### src/rtl/wide_add_pkg.sv
// wide_add_pkg: shared word width, FSM states and op encodings for wide_add_seq
package wide_add_pkg;
  localparam int WORD_W = 64;
  localparam logic OP_ADD = 1'b0;
  localparam logic OP_SUB = 1'b1;
  typedef enum logic [1:0] {IDLE, RUN, DONE} state_t;
endpackage

### src/rtl/wide_add_seq_add64_word.sv
// add64_word: combinational 64-bit carry-lookahead slice built from 4-bit lookahead groups
module add64_word
  import wide_add_pkg::*;
(
  input  logic [WORD_W-1:0] a,
  input  logic [WORD_W-1:0] b,
  input  logic              cin,
  output logic [WORD_W-1:0] sum,
  output logic              cout,
  output logic              c63
);
  logic [WORD_W-1:0] w_g, w_p;
  logic [WORD_W:0]   w_c;
  assign w_g = a & b;
  assign w_p = a ^ b;
  // Each group's carry-out is formed from group generate/propagate and the group carry-in.
  always_comb begin
    w_c = '0;
    w_c[0] = cin;
    for (int k = 0; k < WORD_W; k += 4) begin
      w_c[k+1] = w_g[k] | (w_p[k] & w_c[k]);
      w_c[k+2] = w_g[k+1] | (w_p[k+1] & w_g[k]) | (&w_p[k+:2] & w_c[k]);
      w_c[k+3] = w_g[k+2] | (w_p[k+2] & w_g[k+1]) | (&w_p[k+1+:2] & w_g[k]) | (&w_p[k+:3] & w_c[k]);
      w_c[k+4] = w_g[k+3] | (w_p[k+3] & w_g[k+2]) | (&w_p[k+2+:2] & w_g[k+1])
               | (&w_p[k+1+:3] & w_g[k]) | (&w_p[k+:4] & w_c[k]);
    end
  end
  assign sum  = w_p ^ w_c[WORD_W-1:0];
  assign cout = w_c[WORD_W];
  assign c63  = w_c[WORD_W-1];
endmodule

### src/rtl/wide_add_seq.sv
// wide_add_seq: word-serial NWORDS*64-bit add/sub through one 64-bit slice; WIDE_ADD_SEQ_OVF_EN enables out_ovf
module wide_add_seq
  import wide_add_pkg::*;
#(
  parameter int NWORDS = 4
)(
  input  logic                     clk,
  input  logic                     rst,
  input  logic                     in_valid,
  output logic                     in_ready,
  input  logic                     in_sub,
  input  logic [NWORDS*WORD_W-1:0] in_a,
  input  logic [NWORDS*WORD_W-1:0] in_b,
  output logic                     out_valid,
  input  logic                     out_ready,
  output logic [NWORDS*WORD_W-1:0] out_sum,
  output logic                     out_cout,
  output logic                     out_ovf
);
  localparam int W  = NWORDS * WORD_W;
  localparam int IW = NWORDS > 1 ? $clog2(NWORDS) : 1;
  state_t            r_state;
  logic [W-1:0]      r_a, r_b, r_sum;
  logic [IW-1:0]     r_idx;
  logic              r_carry, r_cout;
  logic [WORD_W-1:0] w_sum;
  logic              w_cout, w_c63, w_last;
  assign w_last = r_idx == IW'(NWORDS - 1);
  add64_word u_add (
    .a    (r_a[WORD_W*r_idx +: WORD_W]),
    .b    (r_b[WORD_W*r_idx +: WORD_W]),
    .cin  (r_carry),
    .sum  (w_sum),
    .cout (w_cout),
    .c63  (w_c63)
  );
  // Subtraction is A + ~B + 1: B is inverted at capture and the carry seeded with 1.
  always_ff @(posedge clk) begin
    if (rst) begin
      r_state <= IDLE;
      r_a     <= '0;
      r_b     <= '0;
      r_sum   <= '0;
      r_idx   <= '0;
      r_carry <= 1'b0;
      r_cout  <= 1'b0;
    end else if (r_state == IDLE) begin
      if (in_valid) begin
        r_a     <= in_a;
        r_b     <= in_sub == OP_SUB ? ~in_b : in_b;
        r_carry <= in_sub;
        r_idx   <= '0;
        r_state <= RUN;
      end
    end else if (r_state == RUN) begin
      r_sum[WORD_W*r_idx +: WORD_W] <= w_sum;
      r_carry <= w_cout;
      r_idx   <= r_idx + 1'b1;
      if (w_last) begin
        r_cout  <= w_cout;
        r_state <= DONE;
      end
    end else if (out_ready) begin
      r_state <= IDLE;
    end
  end
`ifdef WIDE_ADD_SEQ_OVF_EN
  logic r_ovf;
  always_ff @(posedge clk) begin
    if (rst) r_ovf <= 1'b0;
    else if (r_state == RUN && w_last) r_ovf <= w_c63 ^ w_cout;
  end
  assign out_ovf = r_ovf;
`else
  logic w_unused_c63;
  assign w_unused_c63 = w_c63;
  assign out_ovf = 1'b0;
`endif
  assign in_ready  = r_state == IDLE;
  assign out_valid = r_state == DONE;
  assign out_sum   = r_sum;
  assign out_cout  = r_cout;
endmodule
### config.mk
export PLATFORM = sky130hd
export DESIGN_NAME = wide_add_seq
export DESIGN_NICKNAME = d
export VERILOG_FILES = /design/src/rtl/wide_add_pkg.sv /design/src/rtl/wide_add_seq_add64_word.sv /design/src/rtl/wide_add_seq.sv
export SDC_FILE = /design/constraint.sdc
export NUM_CORES = 2
export LEC_CHECK = 0
export CAP_MARGIN = 20
export CORE_AREA = 5 5 300 302
export CTS_BUF_LIST = sky130_fd_sc_hd__clkbuf_4
export DETAILED_ROUTE_END_ITERATION = 16
export DIE_AREA = 0 0 305 307
export SYNTH_ARGS = -nofsm -noshare
export SYNTH_HDL_FRONTEND = slang
export SYNTH_HIERARCHICAL = 1
export SYNTH_SLANG_ARGS = --single-unit
### constraint.sdc
create_clock -name clk -period 5.2 [get_ports clk]
set_input_delay 1.04 -clock clk [delete_from_list [all_inputs] [get_ports clk]]
set_output_delay 1.04 -clock clk [all_outputs]
set_load 0.02 [all_outputs]
-- Word level (Yosys, flattened, before mapping)
Cells that the tools add are included.
- bits in registers: 774
- multiplexer cells: 13
- add/sub/neg operators: 2
- reduce and logical (&&, ||, !) cells: 104
- eq/ne operators: 5
- bitwise operators: 325
- shift operators: 4
- operators with widths (kind ; number):
    $shiftx A256 B9 Y64 ; 2
    $bwmux W256 ; 1
    $mux W256 ; 1
    $not A256 Y256 ; 1
    $shift A64 B34 Y256 const A ; 1
    $shiftx A64 B34 Y256 ; 1
    $and A1 B1 Y1 ; 160
    $or A1 B1 Y1 ; 160
    $xor A64 B64 Y64 ; 2
    $reduce_and A2 Y1 ; 51
    $reduce_and A3 Y1 ; 34
    $and A64 B64 Y64 ; 1
    $reduce_and A4 Y1 ; 16
    $neg A8 Y34 ; 1
    $mux W2 ; 8
    $eq A2 B2 Y1 const B ; 2
    $mux W1 ; 3
    $ne A3 B3 Y1 const B ; 1
    $reduce_bool A3 Y1 ; 1
    $add A2 B1 Y2 const B ; 1
    $eq A2 B1 Y1 const B ; 1
    $logic_not A2 Y1 ; 1
    $ne A2 B2 Y1 const B ; 1
    $reduce_bool A2 Y1 ; 1
    $not A1 Y1 ; 1

-- Longest topological paths before layout
- depth after elaboration: 40
- mapped depth: 17

-- Cells and area by module
The synthesis kept the hierarchy.
- modules (own cells, without submodules) (module ; instances ; area an instance (µm²) ; cells each):
    wide_add_seq ; 1 ; 31116.1 ; 3184
    add64_word ; 1 ; 2919.0 ; 346

-- Worst setup path before layout
OpenSTA, ideal clock, no wires.
- kind: reg2reg
- start point: register r_idx[0]
- end point: register r_sum[49] (netlist: out_sum[49])
- stages on the path, launching flop included: 18
- setup time: 0.070 ns
- data required time: 5.130 ns
- arrival time: 4.051 ns
- path slack: 1.078 ns
- cells stage by stage: dfxtp_1 buf_2 buf_2 buf_2 mux4_2 ha_1 a21oi_2 o21ai_1 a32oi_1 nand4_2 a21oi_1 nor2_1 a21boi_1 o21bai_1 fa_1 xor2_1 nand3_1 a21oi_1
- elaborated cells between the ends (all ways): 414
- classes of those cells: 1 x add/sub; 4 x shift; 1 x mux; 315 x bitwise; 93 x reduce/logical
- RTL lines (what ; line ; text):
    start, declared ; wide_add_seq.sv:24 ; logic [IW-1:0] r_idx;
    start signal, assigned ; wide_add_seq.sv:58 ; r_idx <= r_idx + 1'b1;
    $shiftx A256 B9 Y64 (on tied branches) ; wide_add_seq.sv:30, wide_add_seq.sv:31 ;
    $xor A64 B64 Y64 or $and A64 B64 Y64 (tied branches) ; wide_add_seq_add64_word.sv:15, wide_add_seq_add64_word.sv:14 ;
    $and A1 B1 Y1 or $reduce_and A2 Y1 (tied branches) ; wide_add_seq_add64_word.sv:24 ; w_c[k+4] = w_g[k+3] | (w_p[k+3] & w_g[k+2]) | (&w_p[k+2+:2] & w_g[k+1])
    $or A1 B1 Y1 or $and A1 B1 Y1 (tied branches) ; wide_add_seq_add64_word.sv:24 ;
    $or A1 B1 Y1 ; wide_add_seq_add64_word.sv:24 ;
    $or A1 B1 Y1 (2 in a row) ; wide_add_seq_add64_word.sv:25 ; | (&w_p[k+1+:3] & w_g[k]) | (&w_p[k+:4] & w_c[k]);
    $and A1 B1 Y1 ; wide_add_seq_add64_word.sv:25 ;
    $or A1 B1 Y1 ; wide_add_seq_add64_word.sv:25 ;
    [... 18 more ...] ; -- ;
    $and A1 B1 Y1 ; wide_add_seq_add64_word.sv:25 ;
    $or A1 B1 Y1 ; wide_add_seq_add64_word.sv:25 ;
    $and A1 B1 Y1 ; wide_add_seq_add64_word.sv:21 ; w_c[k+1] = w_g[k] | (w_p[k] & w_c[k]);
    $or A1 B1 Y1 ; wide_add_seq_add64_word.sv:21 ;
    $xor A64 B64 Y64 * ; wide_add_seq_add64_word.sv:28 ; assign sum = w_p ^ w_c[WORD_W-1:0];
    named net w_sum[49] ; wide_add_seq.sv:26 ; logic [WORD_W-1:0] w_sum;
    $shiftx A64 B34 Y256 * ; wide_add_seq.sv:56 ; r_sum[WORD_W*r_idx +: WORD_W] <= w_sum;
    $bwmux W256 * ; wide_add_seq.sv:56 ;
    end signal, assigned by index ; wide_add_seq.sv:56 ;
    end, declared ; wide_add_seq.sv:23 ; logic [W-1:0] r_a, r_b, r_sum;
The timed path passes the listed nets; every way through them passes the cells marked *.
A chain may end at the register's enable or synchronous reset.

-- Final worst setup path
Ends and elaborated chain as after synthesis.

==> impl_metrics.json <==
{
  "status": "finished clean",
  "clk_pin_slew_ns": 0.07,
  "core_um2": 87400,
  "required_ns": 6.18,
  "ys_seq_area_share_pct": 45.5,
  "synth_cells": 3530,
  "rows": 109,
  "power.density_nw_per_um2": 324,
  "drtPass1Iterations": 6,
  "cp-start-kind": "register",
  "cp_common_cell": "a21oi_1",
  "total_power_mw": 14.6,
  "worstSetupEndpointType": "register",
  "viasPerCell": 5.28,
  "place_hpwl_mm": 96.6,
  "finalSetupTns_ns": 0,
  "arrival_ns": 5.76,
  "syn-cell-area_um2": 34000,
  "drv_slew": 0,
  "vias": 29654,
  "dieHeight_um": 307,
  "p_clk_share_pct": 36.7,
  "wl_per_cell_um": 23.2,
  "finalWorstSetupSlack_ns": 0.413,
  "antenna_found_initial": 47,
  "fp.dieW_um": 305,
  "finClkSkew_ns": 0.0767,
  "gp_congestion": 0.895,
  "antenna_left": 0,
  "crit_buf_inv": 1,
  "crit_chain": "buf_12 -> mux4_2 -> ha_1 -> a21oi_2 -> o21ai_1 -> a32oi_2 -> nand4_2 -> a21oi_1 -> nor2_1 -> a21boi_1 -> o21bai_1 -> fa_1 -> xor2_1 -> nand3_1 -> a21oi_1",
  "finalCritPeriodShare_pct": 92.1,
  "ys.flop_type": "dfxtp_1",
  "grt_usage_pct": 26.5,
  "cts_tree": "yes",
  "grt_pass1_wl_mm": 189,
  "yosysTopAreaCellShare_pct": 45.5,
  "fin_cells": 5613,
  "area_growth_pct": 32.5,
  "cap_violations": 0,
  "rsz0062_at_grt": "no",
  "slew-limit-headroom_pct": 25.0,
  "htreeDepth": 4,
  "min_path_type": "register to register",
  "clock.fmax_mhz": 209,
  "port_buffers": 775,
  "ys_ff_latch": 774,
  "worstSetupPathType": "register to register",
  "pre_cts_ws_ns": 0.132,
  "cp_slowest_cell": "mux4_2",
  "root_buffer": "clkbuf_4",
  "grt_overflow_total": 0,
  "layout.nets": 4868,
  "ys_types": 69,
  "dpl.cell_count": 5220,
  "setup_viol": 0,
  "synth_edf_count": 0,
  "tightest_slew_ns": 1.12,
  "cp_top_family": "compound AO/OA/AOI/OAI gates",
  "insertion_delay_ns": 1.06,
  "cts_sinks": 774,
  "synth_area_leader_cell": "dfxtp_1",
  "avgSynthCellArea_um2": 9.64,
  "cts_setup_buffers": 0,
  "cp_max_fo": 31,
  "drc": 0,
  "grt_pass1_vias": 28872,
  "min_period_ns": 4.79,
  "synth_nets": 4132,
  "cts_max_path_buffers": 3,
  "power.switching_mw": 4.35,
  "start_util_pct": 38.9,
  "slowest_delay_ns": 0.59,
  "first_iter_violations": 2099,
  "ys_warn_count": 6,
  "p_seq_share_pct": 44.5,
  "cts_made_buffers": 208,
  "power_frac_comb_pct": 18.7,
  "drive_gt1_share_pct": 12.5,
  "synthArstFlopShare_pct": 0,
  "ir_drop_uv": 160,
  "io_pins": 777,
  "grt_max_degree": 212,
  "synth_area_leaders": "dfxtp_1, mux4_2, xnor2_1",
  "finalHoldViolations": 0,
  "p_int_mw": 10.2,
  "totalWireLength_mm": 130,
  "p_leak_nw": 16.7,
  "p_sw_share_pct": 29.8,
  "die-area_um2": 93600
}
==> Yosys cell counts (4+ instances only) <==
master / count
xnor2_1: 274
xor2_1: 26
buf_1: 20
nand3b_1: 4
a21o_1: 21
a22o_1: 188
nor3_1: 13
buf_2: 196
clkbuf_1: 67
nand3_1: 78
mux4_2: 128
dfxtp_1: 774
nand2b_1: 5
o211ai_1: 4
inv_1: 19
a211oi_1: 259
nor2_1: 279
o21bai_1: 4
buf_4: 19
nor2b_1: 11
ha_1: 69
a21oi_1: 361
nand4_1: 7
a21oi_2: 9
nand2_1: 604
o21ai_0: 10
fa_1: 16
==> power groups by stage <==
stage / sequential, mW / clock (mW) / combinational [mW]
2_1_floorplan: 6.56 / 0 / 1.58
4_1_cts: 6.49 / 5.51 / 2.74
6_report: 6.50 / 5.36 / 2.73
5_1_grt: 6.52 / 5.83 / 2.94
3_5_place_dp: 6.62 / 0 / 2.73
3_3_place_gp: 6.62 / 0 / 2.71
==> registers in the layout, indices dropped and copies added (netlist names) <==
name,flops
out_cout,1
out_sum,256
r_a,256
r_b,256
r_carry,1
r_idx,2
r_state,2
==> what timing repair did <==
action / 4_1_cts / 5_1_grt
hold buffers: 0 / 0
setup endpoints to repair: 0 / 6
resized for setup: 0 / 1
==> layer usage <==
metal	global-route usage (%)	routed length [um]	part of all wire [%]
met5	0	109	0.084
met4	11.7	4640	3.6
met3	7.12	9750	7.5
met2	42.9	61800	47
met1	33.5	54200	42
==> tightest hold or removal path: cells and delay by family, from the launching register on <==
| kind | cells | cell delay, ns |
|---|---|---|
| DFF | 1 | 0.31 |
| AOI/OAI and AO/OA | 1 | 0.05 |
| and+or+nand+nor | 1 | 0.05 |
==> path summary, 6_finish.rpt <==
| path | from | to | slack, ns | depth (start not counted) |
|---|---|---|---|---|
| hold / removal | r_a[150]$_SDFFE_PP0P_ | r_a[150]$_SDFFE_PP0P_ | 0.45 | 2 |
| setup / recovery | r_idx[0]$_SDFFE_PP0P_ | out_sum[49]$_SDFFE_PP0P_ | 0.41 | 15 |
| setup reg to reg | r_idx[0]$_SDFFE_PP0P_ | out_sum[49]$_SDFFE_PP0P_ | 0.41 | 15 |
| hold reg to reg | r_a[150]$_SDFFE_PP0P_ | r_a[150]$_SDFFE_PP0P_ | 0.45 | 2 |
==> logic make-up (layout without fill, tap and decap cells) <==
group / count (synthesis) / count (layout) / share of synthesized area, %
other cells: 1 / 37 / 0.0110
xor+xnor: 300 / 300 / 7.72
fa+ha+maj: 85 / 85 / 3.48
buf+inv: 321 / 1203 / 4.47
flops: 774 / 774 / 45.5
compound gates: 892 / 892 / 17.9
simple gates: 1027 / 1027 / 12.4
mux: 130 / 130 / 8.53
==> layout make-up <==
cell class | count | area [um^2]
diodes | 36 | 90.1
clock buffers | 307 | 2300
clock inverters | 49 | 272
fillers | 8201 | 42300
inverters | 19 | 71.3
multi-input cells | 2435 | 17100
flip-flops and latches | 774 | 15500
well taps | 1165 | 1460
repair buffers | 828 | 8330
==> through the flow <==
stage	utilization, %	area (um^2)	hold WS, ns
2_1_floorplan	-	34000	0.433
3_3_place_gp	48.5	42400	0.440
3_5_place_dp	48.5	42400	0.443
4_1_cts	51.5	45000	0.334
5_1_grt	51.5	45100	0.410
6_report	51.6	45100	0.452
==> cells in the final DEF (no fill, tap or decap), types with 19 or more instances in the layout <==
cell type	n
clkdlybuf4s50_1	773
dfxtp_1	772
nand2_1	604
a21oi_1	361
clkbuf_4	307
nor2_1	279
xnor2_1	274
a211oi_1	259
a22o_1	188
mux4_2	128
nand3_1	78
ha_1	69
buf_4	40
diode_2	36
clkinv_1	32
xor2_1	26
a21o_1	21
inv_1	19
Power figures use the tool's default switching activity.
